===== config.mk =====
export PLATFORM = sky130hd
export DESIGN_NAME = counter_sequencer
export DESIGN_NICKNAME = d
export VERILOG_FILES = /design/src/rtl/counter_seq_pkg.sv /design/src/rtl/counter_seq_core.sv /design/src/rtl/counter_sequencer.sv
export SDC_FILE = /design/constraint.sdc
export NUM_CORES = 1
export LEC_CHECK = 0
export ABC_AREA = 0
export CAP_MARGIN = 20
export CORE_ASPECT_RATIO = 1.1
export CORE_UTILIZATION = 35
export CTS_CLUSTER_DIAMETER = 120
export DETAILED_ROUTE_END_ITERATION = 8
export SYNTH_ARGS = -nofsm -noshare
export SYNTH_HDL_FRONTEND = slang
export SYNTH_HIERARCHICAL = 1
export SYNTH_SLANG_ARGS = --single-unit

===== constraint.sdc =====
create_clock -name clk -period 3 [get_ports clk]
set_input_delay 0.75 -clock clk [delete_from_list [all_inputs] [get_ports clk]]
set_output_delay 0.75 -clock clk [all_outputs]
set_load 0.02 [all_outputs]

===== src/rtl/counter_seq_pkg.sv =====
// Shared encodings for the counter sequencer: command ops, FSM states and default width.
// Optional feature macro used by this block: COUNTER_SEQ_SATURATE_EN.
package counter_seq_pkg;

  localparam int DEFAULT_WIDTH = 4;

  typedef enum logic [1:0] {
    OP_HOLD = 2'd0,
    OP_LOAD = 2'd1,
    OP_UP   = 2'd2,
    OP_DOWN = 2'd3
  } op_t;

  typedef enum logic [1:0] {
    ST_IDLE = 2'd0,
    ST_STEP = 2'd1,
    ST_DONE = 2'd2
  } state_t;

  function automatic logic is_step_op(input op_t op);
    return (op == OP_UP) || (op == OP_DOWN);
  endfunction

endpackage


===== src/rtl/counter_seq_core.sv =====
// Counter datapath: loadable up/down register with wrap (default) or saturation
// (COUNTER_SEQ_SATURATE_EN) and a sticky limit flag cleared at each command accept.
module counter_seq_core
  import counter_seq_pkg::*;
#(
  parameter int WIDTH = DEFAULT_WIDTH
) (
  input  logic             clk,
  input  logic             reset,
  input  logic             load,
  input  logic [WIDTH-1:0] load_val,
  input  logic             step_en,
  input  logic             step_up,
  input  logic             clr_limit,
  output logic [WIDTH-1:0] count,
  output logic             limit_hit
);

  localparam logic [WIDTH-1:0] MAX_VAL = '1;

  logic             at_edge;
  logic [WIDTH-1:0] stepped;

  always_comb begin
    at_edge = step_up ? (count == MAX_VAL) : (count == '0);
    stepped = step_up ? count + 1'b1 : count - 1'b1;
`ifdef COUNTER_SEQ_SATURATE_EN
    // Clamp at the rails; the step still consumes a slot of the command.
    if (at_edge) stepped = count;
`else
`endif
  end

  always_ff @(posedge clk or negedge reset) begin
    if (!reset) begin
      count     <= '0;
      limit_hit <= 1'b0;
    end else begin
      if (load) begin
        count <= load_val;
      end else if (step_en) begin
        count <= stepped;
      end
      if (clr_limit) begin
        limit_hit <= 1'b0;
      end else if (step_en && at_edge) begin
        limit_hit <= 1'b1;
      end
    end
  end

endmodule


===== src/rtl/counter_sequencer.sv =====
// Command-driven sequencer for an up/down counter: FSM, handshake and step countdown.
// Build with COUNTER_SEQ_SATURATE_EN to clamp at the rails instead of wrapping.
module counter_sequencer
  import counter_seq_pkg::*;
#(
  parameter int WIDTH = DEFAULT_WIDTH
) (
  input  logic             clk,
  input  logic             reset,
  input  logic             cmdValid,
  output logic             cmdReady,
  input  logic [1:0]       cmdOp,
  input  logic [WIDTH-1:0] cmdArg,
  output logic [WIDTH-1:0] count,
  output logic             busy,
  output logic             done,
  output logic             limitHit,
  output state_t           dbg_state
);

  state_t           state;
  state_t           state_next;
  logic [WIDTH-1:0] remaining;
  logic             dir_up;
  logic             accept;
  op_t              op;

  // Handshake: a command transfers on a rising edge where cmdValid && cmdReady.
  // cmdReady is registered and high only in IDLE; an unaccepted command must be
  // held by the caller, and cmdOp/cmdArg are sampled only on the accept edge.
  assign op     = op_t'(cmdOp);
  assign accept = cmdValid && cmdReady;

  always_comb begin
    state_next = state;
    busy       = 1'b0;
    done       = 1'b0;
    unique case (state)
      ST_IDLE: begin
        if (accept) begin
          state_next = (is_step_op(op) && (cmdArg != '0)) ? ST_STEP : ST_DONE;
        end
      end
      ST_STEP: begin
        busy = 1'b1;
        if (remaining == WIDTH'(1)) state_next = ST_DONE;
      end
      ST_DONE: begin
        busy       = 1'b1;
        done       = 1'b1;
        state_next = ST_IDLE;
      end
      default: state_next = ST_IDLE;
    endcase
  end

  always_ff @(posedge clk or negedge reset) begin
    if (!reset) begin
      state     <= ST_IDLE;
      cmdReady  <= 1'b0;
      remaining <= '0;
      dir_up    <= 1'b0;
    end else begin
      state    <= state_next;
      cmdReady <= (state_next == ST_IDLE);
      if (accept && is_step_op(op)) begin
        remaining <= cmdArg;
        dir_up    <= (op == OP_UP);
      end else if (state == ST_STEP) begin
        remaining <= remaining - 1'b1;
      end
    end
  end

  assign dbg_state = state;

  counter_seq_core #(
    .WIDTH(WIDTH)
  ) u_core (
    .clk      (clk),
    .reset    (reset),
    .load     (accept && (op == OP_LOAD)),
    .load_val (cmdArg),
    .step_en  (state == ST_STEP),
    .step_up  (dir_up),
    .clr_limit(accept),
    .count    (count),
    .limit_hit(limitHit)
  );

endmodule

# After elaboration in Yosys (flattened, before gate mapping)
# Index checks and enable logic that the tools add are counted.
dict set report word_totals {
  elab_cells 44
  in_bits 9
  out_inout_bits 10
  register_bits 13
}
dict set report op_classes {
  eq_ne 7
  n_mux 14
  n_reduce_logical 14
  n_addsub 3
}
# op n
set op_table {}
lappend op_table {{$mux 4} 5}
lappend op_table {{$sub 4x1->4 const B} 2}
lappend op_table {{$eq 2x2->1 const B} 3}
lappend op_table {{$mux 2} 3}
lappend op_table {{$reduce_bool 2->1} 3}
lappend op_table {{$logic_and 1x1->1} 5}
lappend op_table {{$mux 1} 5}
lappend op_table {{$add 4x1->4 const B} 1}
lappend op_table {{$eq 2x1->1 const B} 2}
lappend op_table {{$eq 4x1->1 const B} 1}
lappend op_table {{$eq 4x4->1 const B} 1}
lappend op_table {{$logic_not 2->1} 2}
lappend op_table {{$logic_not 4->1} 1}
lappend op_table {{$pmux 2 s2} 1}
lappend op_table {{$reduce_bool 4->1} 1}
lappend op_table {{$reduce_or 2->1} 1}
lappend op_table {{$logic_or 1x1->1} 1}

# Logic depth before layout (Yosys ltp)
# Gate-level depths: netlist (run 1).
dict set report depth {
  ltp_word 7
  depth_mapped 6
  ltp_nobuf 6
}

# Hierarchy
# Netlist (run 1), hierarchy kept.
# module n_inst cells_each seq_area_each_um2 area_each_um2
set by_module_without_submodules {}
lappend by_module_without_submodules {counter_sequencer 1 51 200.2 498.0}
lappend by_module_without_submodules {counter_seq_core 1 39 125.1 360.3}

# Worst setup path after synthesis (run 1)
# OpenSTA, ideal clock, no wires.
dict set report synth_path {
  path_type {input to register}
  from {in cmdValid}
  to {reg u_core.count[3]}
  required_ns 2.869
  stages 6
  setup_ns 0.131
  path_buffers 1
  path_slack_ns 1.004
  arrival_ns 1.864
  path_cell_list {nand2_1 nor3b_1 buf_2 nor3b_1 o21a_1 or3_1}
}
dict set report synth_via {
  elab_chain_cells 3
  word_cells_on_any_way 4
  cone_classes {mux (1); reduce/logical (3)}
}
# item line_no
set synth_rtl {}
lappend synth_rtl {{start, declared} counter_sequencer.sv:10} ;# input logic cmdValid,
lappend synth_rtl {{$logic_and 1x1->1 (*)} counter_sequencer.sv:32} ;# assign accept = cmdValid && cmdReady;
lappend synth_rtl {{$logic_and 1x1->1 (*)} counter_sequencer.sv:82} ;# .load (accept && (op == OP_LOAD)),
lappend synth_rtl {{$mux 4 / $reduce_bool 2->1 (equally long branches)} -}
lappend synth_rtl {{end signal, assigned} counter_seq_core.sv:40} ;# count <= load_val;
lappend synth_rtl {{end signal, assigned} counter_seq_core.sv:42} ;# count <= stepped;
lappend synth_rtl {{end, declared} counter_seq_core.sv:15} ;# output logic [WIDTH-1:0] count,
# Every way passes the cells marked *; elsewhere a longest branch is shown, timed or not.
# A chain may end at the register's enable or synchronous reset.

# Worst setup path after layout (run 1)
dict set report layout_path {
  from {reg state[0] (netlist: dbg_state[0])}
  to {out busy}
}
dict set report layout_via {
  elab_chain_cells 3
  word_cells_on_any_way 4
  cone_classes {eq/ne (2); mux (1); reduce/logical (1)}
}
# item line_no
set layout_rtl {}
lappend layout_rtl {{start, declared} counter_sequencer.sv:21} ;# state_t state;
lappend layout_rtl {{start signal, assigned} counter_sequencer.sv:64} ;# state <= state_next;
lappend layout_rtl {{$eq 2x2->1 / $eq 2x1->1 (equally long branches)} counter_sequencer.sv:38} ;# unique case (state)
lappend layout_rtl {{$reduce_or 2->1 (no source line) (*)} -}
lappend layout_rtl {{$mux 1 (*)} counter_sequencer.sv:38}
lappend layout_rtl {{end, declared} counter_sequencer.sv:15} ;# output logic busy,
# Marked as above.

==> results.yml, run 1 <==
timing:
  finalSetupViolCount: 0
  hold_violations: 0
  finalMaxSlewViolations: 0
  finClkSkew_ns: 0.00111
  setup_tns_ns: 0
  grt_setup_unrepaired: "false"
  relSlewSlack_pct: 57.9
  fin_crit_sh_pct: 80.5
  fmax_ghz: 0.414
  period_minus_slack_ns: 2.41
  worstMarginPinSlew_ns: 0.631
worst_setup_path:
  critPathCaptureType: "output port"
  path_class: "reg2out"
  crit_slowest_cell: "clkdlybuf4s50_1"
  crit_chain: "inv_1, ha_1, clkdlybuf4s50_1"
  required_ns: 2.25
  crit_arrival_ns: 1.66
  max_stage_delay_ns: 0.60
  crit_family: "buffers and inverters"
  critPathLaunchType: "flip-flop"
  worst-path-max-fanout: 6
  worst-path-buf-inv: 2
route:
  drt-met1-wl_um: 864
  ant_nets: 0
  wl_met3_um: 40
  top_layer: "met4"
  vias_per_cell: 5.11
  wl_per_cell_um: 13.0
  drcViolationCount: 0
  dr.pass1.iters: 4
  drt_wl_total_mm: 1.83
  drtIter0Drc: 12
  num_vias: 716
  wl_met2_um: 912
floorplanning:
  die_y_um: 53.9
  dieArea_mm2: 0.00265
  coreArea_mm2: 0.00227
  start_util_pct: 37.7
  io_pins: 19
  die_x_um: 49.2
  rows: 18
pwr:
  max-vdd-ir-drop_v: 0.000571
  power.leakage_nw: 0.447
  fin_total_pwr_mw: 1.18
  powerDensity_mw_per_mm2: 1080
clock_tree:
  insertion_delay_ns: 0.27
  cts_resized: 0
  cts.sinks: 13
  cts_setup_buffers: 0
  cts_root_buf: "clkbuf_4"
  cts_tree: "built"
  cts.path.max_buffers: 2
  cts_hold_buf: 0
  cts_buffers: 3
  h-tree-depth: 1
  clk_pin_slew_ns: 0.08
yosys:
  yosys_warnings: 6
  synth_edf_count: 0
  yosys_register_bits: 13
  syn-cell-area_um2: 858
  syn_nets: 107
  async_flop_share_pct: 100
  synth.distinct_cells: 31
  ys_seq_area_share_pct: 37.9
  synthFlopType: "dfrtp_1"
  synth.avg_cell_area_um2: 9.54
  synth_cells: 90
global_route:
  grt_first_pass_wirelength_mm: 3.15
  globalRouteOverflowTotal: 0
  antenna_found_initial: 0
  grt_use_total_pct: 15.8
  grt_max_degree: 18
  grt_pass1_vias: 716
placed_design:
  gp_congestion: 0.747
  dpl.hpwl_mm: 1.40
  port_buffers: 18
cells_and_area:
  antennaDiodeCount: 0
  final_nets: 128
  regArea_um2: 325
  multi_input_area_um2: 490
  area_delta_synth_final_pct: 27.0
  drive_above_1_share_pct: 6.36
  fillers: 215
run:
  timing.max_cap.violations: 0
min_path:
  hold_path_class: "reg2reg"
outcome:
  status: "finished clean"
## kinds of logic (layout without fill, tap and decap cells)
kind of cell / after synthesis / in the layout / share of synthesized area, %
flops: 13 / 13 / 37.9
compound gates: 20 / 20 / 14.7
fa+ha+maj: 8 / 8 / 12.5
buf+inv: 9 / 29 / 4.96
simple gates: 32 / 32 / 21.1
mux: 3 / 3 / 3.64
xor+xnor: 5 / 5 / 5.10
## stage by stage
step	hold slack (ns)	setup slack, ns	util, %	instances	area (µm²)
final	0.501	0.586	47.9	140	1090
after global routing	0.559	0.512	47.9	140	1090
after CTS	0.508	0.565	47.9	140	1090
after detailed placement	0.488	0.506	46.8	136	1060
after global placement	0.479	0.552	46.8	136	1060
after floorplan	0.454	1.00	-	90	858
## state kept, by name, indices dropped and copies added, names as in the netlist
name / cells
cmdReady: 1
dbg_state: 2
dir_up: 1
remaining: 4
u_core/count: 4
u_core/limit_hit: 1
## worst min-delay path, stage by stage, from the launching register on
cell	delay [ns]
dfrtp_1	0.35
a21oi_1	0.05
nor2_1	0.07
## path summary, 6_finish.rpt
check / start / to / slack, ns / cells after the start
hold / removal: u_core/limit_hit$_DFFE_PN0P_ / u_core/limit_hit$_DFFE_PN0P_ / 0.50 / 2
hold reg to reg: u_core/limit_hit$_DFFE_PN0P_ / u_core/limit_hit$_DFFE_PN0P_ / 0.50 / 2
setup reg to reg: dbg_state[1]$_DFF_PN0_ / u_core/count[3]$_DFFE_PN0P_ / 1.12 / 5
setup / recovery: dbg_state[0]$_DFF_PN0_ / busy / 0.59 / 3
min in group asynchronous: reset / remaining[1]$_DFFE_PN0P_ / 0.86 / 1
max in group asynchronous: reset / dbg_state[1]$_DFF_PN0_ / 1.75 / 1
## cell usage after synthesis, drive strengths merged (2+ instances only)
library cell / number / share of area [%]
nor2: 8 / 3.5
buf: 3 / 2.3
nand2: 9 / 3.9
nor4b: 2 / 3.8
inv: 6 / 2.6
a21oi: 9 / 5.2
o21ai: 5 / 2.9
dfrtp: 13 / 38
nand3: 4 / 2.3
nor3b: 2 / 1.7
mux2i: 2 / 2.3
ha: 7 / 10
xnor2: 4 / 4.1
## metal layers
| metal | global-route usage [%] | vias to the layer above |
|---|---|---|
| li1 | - | 358 |
| met1 | 19.6 | 344 |
| met2 | 28.5 | 12 |
| met3 | 1.69 | 2 |
| met4 | 5.88 | 0 |
| met5 | 0 | - |
## power by group
part	leakage, nW	total [mW]	switching, mW	internal (mW)
clock network	0.0150	0.106	0.0550	0.0514
logic	0.279	0.689	0.345	0.344
registers	0.154	0.381	0.121	0.260
## placed cells by master, fill, tap and decap left out, types with 3 or more instances in the layout
cell type	n
nor2_1	8
xnor2_1	4
dfrtp_1	13
clkdlybuf4s50_1	18
inv_1	6
a21oi_1	9
clkbuf_4	3
o21ai_0	5
nand2_1	9
nand3_1	4
ha_1	7
## layout make-up
cell class	instances	share of cell area, %
inverter	6	2.07
multi-input combinational	68	45.0
timing repair buffer	19	17.2
sequential	13	29.9
clock buffer	4	2.41
tap	30	3.44
(Power assumes the default switching activity.)
==> inputs of run 2 (changes only) <==
==> constraint.sdc (replaced) <==
create_clock -name clk -period 2.3 [get_ports clk]
set_input_delay 0.575 -clock clk [delete_from_list [all_inputs] [get_ports clk]]
set_output_delay 0.575 -clock clk [all_outputs]
set_load 0.02 [all_outputs]
==> run 2 against run 1 <==
  * Worst hold slack worse by 0.0056 ns
  * Final area is 0.80% higher
  * Count of clock-buffer cells in the layout stayed put
  * Sequential cell count stayed put
  * Critical path depth stayed put
==> results.yml, run 2 (same netlist as run 1, synthesis figures left out) <==
worst_setup_path:
  critPathLaunchType: "flip-flop"
  crit_chain: "inv_1, ha_1, clkdlybuf4s50_1"
  worst-path-buf-inv: 2
  crit_slowest_cell: "clkdlybuf4s50_1"
  required_ns: 1.73
  crit_start: "dbg_state[1]$_DFF_PN0_"
  path_class: "reg2out"
  critPathCaptureType: "output port"
  rr_endpoint: "u_core/count[3]$_DFFE_PN0P_"
  reg2reg_slack_ns: 0.42
  r2r_start: "dbg_state[1]$_DFF_PN0_"
  crit_arrival_ns: 1.61
  rr_worst_depth: 5
  cp-endpoint: "busy"
  crit_family: "buffers and inverters"
  max_stage_delay_ns: 0.59
  worst-path-max-fanout: 4
  cp.depth: 3
floorplanning:
  start_util_pct: 37.7
  dieArea_mm2: 0.00265
  rows: 18
  io_pins: 19
  coreArea_mm2: 0.00227
  die_x_um: 49.2
  die_y_um: 53.9
route:
  ant_nets: 0
  dr.pass1.iters: 2
  wl_per_cell_um: 12.3
  vias_per_cell: 5.14
  num_vias: 725
  drt_wl_total_mm: 1.74
  drtIter0Drc: 11
  drcViolationCount: 0
pwr:
  max-vdd-ir-drop_v: 0.000788
  powerDensity_mw_per_mm2: 1400
  fin_total_pwr_mw: 1.53
  power.leakage_nw: 0.450
global_route:
  grt_use_total_pct: 15.3
  grt_pass1_vias: 710
  grt_max_degree: 18
  antenna_found_initial: 0
  grt_first_pass_wirelength_mm: 3.02
  globalRouteOverflowTotal: 0
cells_and_area:
  drive_above_1_share_pct: 8.11
  final_nets: 129
  final_cell_mix: "clkdlybuf4s50_1 (18), dfrtp_1 (12), nand2_1 (9), a21oi_1 (9), nor2_1 (8)"
  antennaDiodeCount: 0
  final_common_cell: "clkdlybuf4s50_1"
  fillers: 225
  area_delta_synth_final_pct: 28.0
clock_tree:
  cts.path.max_buffers: 2
  h-tree-depth: 1
  cts_tree: "built"
  clk_pin_slew_ns: 0.08
  cts_buffers: 3
  insertion_delay_ns: 0.27
  cts.sinks: 13
  cts_root_buf: "clkbuf_4"
  cts_setup_buffers: 0
timing:
  fin_crit_sh_pct: 95.2
  period_minus_slack_ns: 2.19
  finalSetupViolCount: 0
  finalMaxSlewViolations: 0
  grt_setup_unrepaired: "false"
  relSlewSlack_pct: 58.6
  fmax_ghz: 0.457
  setup_tns_ns: 0
  finClkSkew_ns: 0.000917
  hold_violations: 0
  worstMarginPinSlew_ns: 0.621
outcome:
  status: "finished clean"
placed_design:
  dpl.hpwl_mm: 1.35
  gp_congestion: 0.797
  port_buffers: 18
min_path:
  hold_path_class: "reg2reg"
run:
  timing.max_cap.violations: 0
==> run 2: layer usage <==
metal  vias up  part of all wire, %  track usage [%]
met5         -                    0                0
met4         0                 0.63             5.88
met3         2                  2.8             1.69
met2        12                   50             27.9
met1       351                   46             18.6
li1        360                    -                -
==> run 2: power by group <==
part | switching, mW | total (mW) | internal [mW] | leakage (nW)
Clock | 0.0733 | 0.140 | 0.0671 | 0.0150
Sequential | 0.154 | 0.495 | 0.341 | 0.152
Combinational | 0.443 | 0.897 | 0.454 | 0.283
==> run 2: cell type report <==
type | count | area (µm²) | area share (%)
clock buffers | 4 | 26.3 | 2.39
well taps | 30 | 37.5 | 3.42
repair buffers | 20 | 195 | 17.8
inverters | 6 | 22.5 | 2.05
multi-input cells | 68 | 490 | 44.6
flip-flops and latches | 13 | 327 | 29.7
==> run 2: tightest hold or removal path, delay by kind of cell (launching register included) <==
family | cells | cell delay (ns)
flip-flops | 1 | 0.35
AND/OR/NAND/NOR | 1 | 0.07
AO/OA/AOI/OAI | 1 | 0.04
==> run 2: how the worst min path moves through the flow <==
stage	startpoint	to	cells past startpoint
2_1_floorplan	reset	cmdReady$_DFF_PN0_	0
3_3_place_gp	u_core/limit_hit$_DFFE_PN0P_	u_core/limit_hit$_DFFE_PN0P_	2
3_5_place_dp	u_core/limit_hit$_DFFE_PN0P_	u_core/limit_hit$_DFFE_PN0P_	2
4_1_cts	u_core/limit_hit$_DFFE_PN0P_	u_core/limit_hit$_DFFE_PN0P_	2
5_1_grt	u_core/limit_hit$_DFFE_PN0P_	u_core/limit_hit$_DFFE_PN0P_	2
6_report	u_core/limit_hit$_DFFE_PN0P_	u_core/limit_hit$_DFFE_PN0P_	2
==> run 2: timing repair <==
item                                    4_1_cts  5_1_grt
endpoints found under the setup margin        0        1
hold buffers                                  0        0
gates resized for setup                       0        1
==> run 2: per-stage QoR <==
stage                     worst slack (ns)  cells  util [%]  instance area (µm²)  hold slack, ns
after global routing                0.0445    141      48.3                 1100           0.560
after detailed placement            0.0331    137      47.1                 1070           0.488
after global placement              0.0587    137      47.1                 1070           0.475
after floorplan                      0.479     90         -                  858           0.279
after CTS                           0.0516    141      48.2                 1100           0.506
final                                0.111    141      48.3                 1100           0.495
